$ cat config.mk
export PLATFORM = sky130hd
export DESIGN_NAME = stream_arbiter_flat
export DESIGN_NICKNAME = d
export VERILOG_FILES = /design/src/rtl/stream_arbiter_pkg.sv /design/src/rtl/stream_arbiter_if.sv /design/src/rtl/stream_arbiter_picker.sv /design/src/rtl/stream_arbiter.sv /design/src/flat_wrapper.sv
export SDC_FILE = /design/constraint.sdc
export NUM_CORES = 1
export LEC_CHECK = 0
export ABC_AREA = 1
export BUFFER_PORTS_ARGS = -buffer_cell sky130_fd_sc_hd__clkbuf_2
export CORE_ASPECT_RATIO = 0.75
export CORE_MARGIN = 1.5
export CORE_UTILIZATION = 40
export CTS_CLUSTER_SIZE = 25
export DETAILED_ROUTE_END_ITERATION = 7
export GPL_TIMING_DRIVEN = 1
export PLACE_DENSITY = 0.77
export REMOVE_ABC_BUFFERS = 1
export SKIP_LAST_GASP = 1
export SLEW_MARGIN = 10
export SYNTH_ARGS = -nofsm -noshare
export SYNTH_HDL_FRONTEND = slang
export SYNTH_SLANG_ARGS = --single-unit
$ cat constraint.sdc
create_clock -name clock -period 1.8 [get_ports clock]
set_input_delay 0.45 -clock clock [delete_from_list [all_inputs] [get_ports clock]]
set_output_delay 0.45 -clock clock [all_outputs]
set_load 0.05 [all_outputs]
$ cat src/rtl/stream_arbiter_pkg.sv
// Shared types for the stream arbiter slice.
//   arb_state_t : arbiter FSM states (IDLE between grants, BURST while a source owns the output).
//   identity_t  : forwarded routing identity at the default width (identity LSBs plus the
//                 router-select MSB), used by code that works at the default configuration.
package stream_pkg;

    localparam int default_identity_width = 2;

    typedef logic [default_identity_width:0] identity_t;

    typedef enum logic {
        IDLE,
        BURST
    } arb_state_t;

endpackage

$ cat src/rtl/stream_arbiter_if.sv
// Handshake bundle between the upstream sources, the arbiter and the router input.
//   axi_s_* : per-source ready/valid streams (packed arrays indexed by source).
//   axi_m_* : single registered stream into the router's axi_s port.
//   grant   : one-hot owner of the output, all zero between grants.
// Modports:
//   master : the arbiter, which masters the router-facing stream.
//   slave  : the surrounding logic (sources and router).
interface stream_arbiter_if #(
    parameter int identity_width = 2,
    parameter int stream_width   = 32,
    parameter int source_count   = 4
);

    logic [source_count-1:0]                     axi_s_ready;
    logic [source_count-1:0]                     axi_s_valid;
    logic [source_count-1:0][identity_width:0]   axi_s_identity;
    logic [source_count-1:0][stream_width-1:0]   axi_s_stream;

    logic                                        axi_m_ready;
    logic                                        axi_m_valid;
    logic [identity_width:0]                     axi_m_identity;
    logic [stream_width-1:0]                     axi_m_stream;

    logic [source_count-1:0]                     grant;

    modport master (
        input  axi_s_valid, axi_s_identity, axi_s_stream, axi_m_ready,
        output axi_s_ready, axi_m_valid, axi_m_identity, axi_m_stream, grant
    );

    modport slave (
        output axi_s_valid, axi_s_identity, axi_s_stream, axi_m_ready,
        input  axi_s_ready, axi_m_valid, axi_m_identity, axi_m_stream, grant
    );

endinterface

$ cat src/rtl/stream_arbiter_picker.sv
// round_robin_picker: purely combinational round-robin selector.
//   request : one bit per source asking for the output.
//   pointer : index where the search starts; the search wraps modulo source_count.
//   pick    : one-hot first requester at or after pointer (zero when none).
//   found   : high when any request is set.
module round_robin_picker #(
    parameter  int source_count  = 4,
    localparam int pointer_width = $clog2(source_count)
) (
    input  logic [source_count-1:0]  request,
    input  logic [pointer_width-1:0] pointer,
    output logic [source_count-1:0]  pick,
    output logic                     found
);

    logic [pointer_width-1:0] index;

    always_comb begin
        // NOTE: every output gets a default before the loop; a path that skips an
        // assignment would otherwise infer a latch.
        pick  = '0;
        found = 1'b0;
        index = '0;
        for (int offset = 0; offset < source_count; offset++) begin
            index = pointer_width'((int'(pointer) + offset) % source_count);
            if (!found && request[index]) begin
                pick[index] = 1'b1;
                found       = 1'b1;
            end
        end
    end

endmodule

$ cat src/rtl/stream_arbiter.sv
// stream_arbiter: round-robin arbiter sharing the router input among source_count producers.
// A source is granted for at most burst_limit beats; accepted beats go through a one-entry
// output register that drives the router directly.
//   clock   : single clock.
//   reset_n : asynchronous active-low reset.
//   bus     : stream_arbiter_if master view (per-source axi_s_*, router-facing axi_m_*, grant).
module stream_arbiter
    import stream_pkg::*;
#(
    parameter int identity_width = 2,
    parameter int stream_width   = 32,
    parameter int source_count   = 4,
    parameter int burst_limit    = 8
) (
    input  logic             clock,
    input  logic             reset_n,
    stream_arbiter_if.master bus
);

    localparam int pointer_width = $clog2(source_count);
    localparam int count_width   = $clog2(burst_limit + 1);

    localparam logic [count_width-1:0]   last_beat   = count_width'(burst_limit - 1);
    localparam logic [pointer_width-1:0] last_source = pointer_width'(source_count - 1);

    arb_state_t                 state;
    logic [source_count-1:0]    grant_q;
    logic [pointer_width-1:0]   pointer;
    logic [count_width-1:0]     beat_count;
    logic                       m_valid_q;
    logic [identity_width:0]    m_identity_q;
    logic [stream_width-1:0]    m_stream_q;

    logic [source_count-1:0]    pick;
    logic                       found;
    logic                       out_free;
    logic                       granted_valid;
    logic                       accept;
    logic                       release_burst;
    logic [pointer_width-1:0]   granted_index;
    logic [pointer_width-1:0]   next_pointer;
    logic [identity_width:0]    sel_identity;
    logic [stream_width-1:0]    sel_stream;

    round_robin_picker #(
        .source_count (source_count)
    ) u_picker (
        .request (bus.axi_s_valid),
        .pointer (pointer),
        .pick    (pick),
        .found   (found)
    );

    // Grant is one-hot, so the mux reduces to "take the lane whose grant bit is set".
    always_comb begin
        granted_index = '0;
        sel_identity  = '0;
        sel_stream    = '0;
        for (int i = 0; i < source_count; i++) begin
            if (grant_q[i]) begin
                granted_index = pointer_width'(i);
                sel_identity  = bus.axi_s_identity[i];
                sel_stream    = bus.axi_s_stream[i];
            end
        end
    end

    // The output register can take a beat when empty or draining this cycle.
    assign out_free      = !m_valid_q || bus.axi_m_ready;
    assign granted_valid = |(bus.axi_s_valid & grant_q);
    assign accept        = granted_valid && out_free;

    // Release on the last allowed beat, or when the owner is idle while the output could
    // have taken a beat; backpressure alone never ends a burst.
    assign release_burst = (state == BURST) && out_free
                           && (!granted_valid || beat_count == last_beat);

    assign next_pointer  = (granted_index == last_source) ? '0 : granted_index + 1'b1;

    assign bus.axi_s_ready    = grant_q & {source_count{out_free}};
    assign bus.grant          = grant_q;
    assign bus.axi_m_valid    = m_valid_q;
    assign bus.axi_m_identity = m_identity_q;
    assign bus.axi_m_stream   = m_stream_q;

    always_ff @(posedge clock or negedge reset_n) begin
        if (!reset_n) begin
            state        <= IDLE;
            grant_q      <= '0;
            pointer      <= '0;
            beat_count   <= '0;
            m_valid_q    <= 1'b0;
            // NOTE: the payload registers are reset as well so axi_m_* reads zero, not X,
            // straight out of reset.
            m_identity_q <= '0;
            m_stream_q   <= '0;
        end else begin
            // NOTE: non-blocking assignments throughout, so every register here samples
            // the pre-edge values regardless of statement order.
            if (accept) begin
                m_valid_q    <= 1'b1;
                m_identity_q <= sel_identity;
                m_stream_q   <= sel_stream;
            end else if (bus.axi_m_ready) begin
                m_valid_q    <= 1'b0;
            end

            case (state)
                IDLE: begin
                    if (found) begin
                        grant_q    <= pick;
                        beat_count <= '0;
                        state      <= BURST;
                    end
                end
                BURST: begin
                    if (accept) begin
                        beat_count <= beat_count + 1'b1;
                    end
                    if (release_burst) begin
                        state   <= IDLE;
                        grant_q <= '0;
                        pointer <= next_pointer;
                    end
                end
            endcase
        end
    end

endmodule

$ cat src/flat_wrapper.sv
// flat-port wrapper written by rule: the top's interface ports become plain ports
module stream_arbiter_flat import stream_pkg::*;
#(
    parameter int identity_width = 2,
    parameter int stream_width   = 32,
    parameter int source_count   = 4,
    parameter int burst_limit    = 8
)
  (clock, reset_n, bus_axi_s_valid, bus_axi_s_identity, bus_axi_s_stream, bus_axi_m_ready, bus_axi_s_ready, bus_axi_m_valid, bus_axi_m_identity, bus_axi_m_stream, bus_grant);
  stream_arbiter_if #(.identity_width(identity_width), .stream_width(stream_width), .source_count(source_count)) bus_i ();
  input  logic clock;
  input  logic reset_n;
  input wire logic [$bits(bus_i.axi_s_valid)-1:0] bus_axi_s_valid;
  input wire logic [$bits(bus_i.axi_s_identity)-1:0] bus_axi_s_identity;
  input wire logic [$bits(bus_i.axi_s_stream)-1:0] bus_axi_s_stream;
  input wire logic [$bits(bus_i.axi_m_ready)-1:0] bus_axi_m_ready;
  output wire logic [$bits(bus_i.axi_s_ready)-1:0] bus_axi_s_ready;
  output wire logic [$bits(bus_i.axi_m_valid)-1:0] bus_axi_m_valid;
  output wire logic [$bits(bus_i.axi_m_identity)-1:0] bus_axi_m_identity;
  output wire logic [$bits(bus_i.axi_m_stream)-1:0] bus_axi_m_stream;
  output wire logic [$bits(bus_i.grant)-1:0] bus_grant;
  assign bus_i.axi_s_valid = bus_axi_s_valid;
  assign bus_i.axi_s_identity = bus_axi_s_identity;
  assign bus_i.axi_s_stream = bus_axi_s_stream;
  assign bus_i.axi_m_ready = bus_axi_m_ready;
  assign bus_axi_s_ready = bus_i.axi_s_ready;
  assign bus_axi_m_valid = bus_i.axi_m_valid;
  assign bus_axi_m_identity = bus_i.axi_m_identity;
  assign bus_axi_m_stream = bus_i.axi_m_stream;
  assign bus_grant = bus_i.grant;
  stream_arbiter #(.identity_width(identity_width), .stream_width(stream_width), .source_count(source_count), .burst_limit(burst_limit)) u_core (.clock(clock), .reset_n(reset_n), .bus(bus_i));
endmodule
==> flow_summary_export.csv <==
group,metric,value,unit
global_routing,grt_pass1_wl,16570,um
detailed_routing,first_pass_iters,4,
worst_setup_path,startpoint_type,"flip-flop",
cells_and_area,final_cells,758,
yosys,seq_area_frac_synth,0.3639,
cts,cts_tree,"built",
cts,post_cts_buffers,0,
yosys,yosysUniqueCellTypes,29,
cts,clock_latency,0.30,ns
yosys,synth_largest_area_cell,"dfrtp_1",
yosys,synthArstFlopShare,1.000,
global_routing,grt_max_degree,43,
cts,holdBufCountCts,0,
detailed_routing,routedWlPerCell,14.03,um
power_and_ir_drop,pwr-share-clk,0.091,
cells_and_area,syn2layout_area_growth,40.38,%
cells_and_area,num_antenna_cells,0,
power_and_ir_drop,switchingPower,0.004105,W
placed_design,dp_hpwl,8255,um
yosys,synth_edf_count,0,
sta,drv_slew,0,
floorplan,io_pins,191,
floorplan,dieArea,0.008633,mm^2
detailed_routing,dr_total_vias,3897,
worst_setup_path,path_class,"reg -> out",
power_and_ir_drop,comb_power_share,0.670,
cells_and_area,nets,807,
detailed_routing,wirelength,10640,um
yosys,ys_ff_latch,47,
sta,finalHoldViolations,0,
yosys,synth_area_per_cell,6.950,um^2
floorplan,placementRows,28,
floorplan,fp.coreArea,0.007848,mm^2
worst_setup_path,cp_slowest_stage_delay,0.40,ns
detailed_routing,antenna_left,0,
worst_setup_path,crit_path_cell_trace,"inv_1 > nor2_1 > buf_4 > nor2_1 > buf_4",
flow_run,max_cap_viol_count,0,
global_routing,grt_pass1_vias,3593,
placed_design,io_buffers,190,
sta,finalCriticalPeriod,1.738,ns
cts,clk_pin_slew_worst_paths,0.09,ns
sta,tightest_slew,0.4804,ns
yosys,synth-main-ff-cell,"dfrtp_1",
global_routing,grt_usage,0.2424,
yosys,synthCells,465,
worst_setup_path,crit_slowest_cell,"dfrtp_1",
worst_setup_path,critical_path_arrival,1.29,ns
sta,fin_ws,0.06159,ns
cells_and_area,drive_above_1_share,0.3752,
power_and_ir_drop,power_density,1625,mW/mm^2
outcome,outcome,"complete, no violations",
yosys,synth_area_leaders,"dfrtp_1, nand2_1, nand3_1",
power_and_ir_drop,seqPwrFrac,0.238,
yosys,synthesis.area,0.003232,mm^2
worst_setup_path,crit_family,"buffers and inverters",
power_and_ir_drop,swShare,0.5569,
cts,cts_sinks,47,
global_routing,overflow,0,
cts,clock_path_buffers,2,
sta,setup_viol,0,
global_routing,grt_antenna_before_repair,0,
floorplan,fp.dieW,106.8,um
floorplan,die_h,80.85,um
cts,cts_resized,0,
detailed_routing,viasPerCell,5.141,
sta,skew,0.009924,ns
cts,cts.htree.levels,2,
placed_design,place_inst,750,
sta,rsz0062_at_grt,"true",
power_and_ir_drop,vdd_drop_max,0.001013,V
cts,cts_buffers,5,
cells_and_area,n_fill_cell,772,
worst_setup_path,critPathMaxFanout,6,
worst_setup_path,end_kind,"output pin",
worst_setup_path,required,1.35,ns
worst_setup_path,path_buf_inv,3,
power_and_ir_drop,p_leak,2.409,nW
detailed_routing,drc,0,
placed_design,pre_cts_slack,0.1077,ns
sta,fmax,575.2,MHz
sta,post-route-period-util,0.9658,
detailed_routing,drt_iter0_markers,315,
sta,slew_headroom,0.6797,
cts,root_buffer,"clkbuf_8",
floorplan,initial_core_util,0.4118,
placed_design,place.gp.congestion,0.9233,
yosys,synth_top_area_frac,0.3639,
power_and_ir_drop,intPower,0.003266,W
min_path,hold_class,"in -> async",
yosys,yosysWarnings,0,
## cell families (layout without fill, tap and decap cells)
group           after synthesis  in the layout  synth area share
compound gates              101            101            0.1804
buf+inv                      51            239           0.07317
fa+ha+maj                     8              8           0.03097
simple gates                257            257            0.3488
flops                        47             47            0.3639
xor+xnor                      1              1          0.002711
## synthesized netlist by cell type (2+ instances only)
| master | count |
|---|---|
| inv_1 | 14 |
| ha_1 | 8 |
| clkbuf_1 | 11 |
| nand2_2 | 4 |
| nor2_1 | 15 |
| nand3_1 | 76 |
| o21ai_1 | 15 |
| nand3_2 | 2 |
| nand2_1 | 152 |
| o211ai_1 | 12 |
| buf_2 | 12 |
| buf_4 | 3 |
| a21oi_1 | 35 |
| dfrtp_1 | 47 |
| buf_1 | 2 |
| nor2_4 | 4 |
| o22ai_2 | 2 |
| o21ai_0 | 13 |
| a31oi_1 | 23 |
| inv_2 | 5 |
| buf_6 | 2 |
## placed cells by master, fill, tap and decap left out, types with 3 or more instances in the layout
master    synthesis  routed
clkbuf_8          0       6
buf_4             3      19
clkbuf_2          1     184
buf_12            0       6
o21ai_1          15      15
o211ai_1         12      12
a21oi_1          35      35
nor2_2            1       3
inv_1            14      13
nand2_1         152     152
dfrtp_1          47      46
nor2_4            4       4
ha_1              8       7
inv_2             5       6
nor2_1           15      13
nand2_2           4       3
o21ai_0          13      13
nand3_1          76      76
a31oi_1          23      23
## flip-flops by register name, summed over array words and instances (netlist names)
register,cells
u_core.bus.axi_m_stream,32
u_core.beat_count,4
u_core.bus.grant,4
u_core.bus.axi_m_identity,3
u_core.pointer,2
u_core.bus.axi_m_valid,1
u_core.state,1
## area by class of cell
| cell class | count | area [um^2] | share of cell area |
|---|---|---|---|
| clock inverter | 1 | 8.758 | 0.001931 |
| inverter | 20 | 77.57 | 0.01710 |
| multi-input combinational | 367 | 1849 | 0.4076 |
| sequential | 47 | 1177 | 0.2595 |
| tap | 105 | 131.4 | 0.02896 |
| clock buffer | 7 | 86.33 | 0.01903 |
| timing repair buffer | 211 | 1206 | 0.2659 |
## path summary, 6_finish.rpt
kind                                                          start                                  endpoint  slack (ns)  cells after the start
max in group asynchronous                                   reset_n        u_core.bus.axi_m_valid$_DFFE_PN0P_        1.12                      2
max                              u_core.bus.axi_m_valid$_DFFE_PN0P_                        bus_axi_s_ready[2]        0.06                      5
max reg2reg                           u_core.pointer[0]$_DFFE_PN0P_           u_core.bus.grant[2]$_DFFE_PN0P_        0.13                     10
min in group clock                                  bus_axi_m_ready        u_core.bus.axi_m_valid$_DFFE_PN0P_        0.34                      2
min reg2reg                u_core.bus.axi_m_identity[1]$_DFFE_PN0P_  u_core.bus.axi_m_identity[1]$_DFFE_PN0P_        0.49                      2
min                                                         reset_n   u_core.bus.axi_m_stream[23]$_DFFE_PN0P_        0.09                      1
## stage by stage
step | hold slack, ns | TNS, ns | power [W] | utilization | area, um^2
global placement | 0.4271 | 0 | 0.006476 | 0.5603 | 4397
detailed placement | 0.4353 | 0 | 0.006607 | 0.5603 | 4397
CTS | 0.1078 | 0 | 0.007292 | 0.5724 | 4492
floorplan | 0.1544 | -53.42 | 0.005077 | - | 3073
global route | 0.1206 | -0.08114 | 0.007929 | 0.5781 | 4537
finish | 0.09417 | 0 | 0.007372 | 0.5781 | 4537
## routing by layer
metal,share of wire,global-route usage
met5,0,0
met4,0.013,0.07733
met3,0.071,0.04815
met2,0.48,0.4154
met1,0.44,0.3110
## power groups by stage
stage	Combinational (W)	Clock [W]	Sequential (W)
floorplan	0.00190	0	0.00317
global placement	0.00471	0	0.00177
detailed placement	0.00485	0	0.00176
CTS	0.00484	0.000694	0.00175
global route	0.00537	0.000746	0.00181
finish	0.00494	0.000675	0.00176
Note: power is estimated with default switching activity, not from simulation.
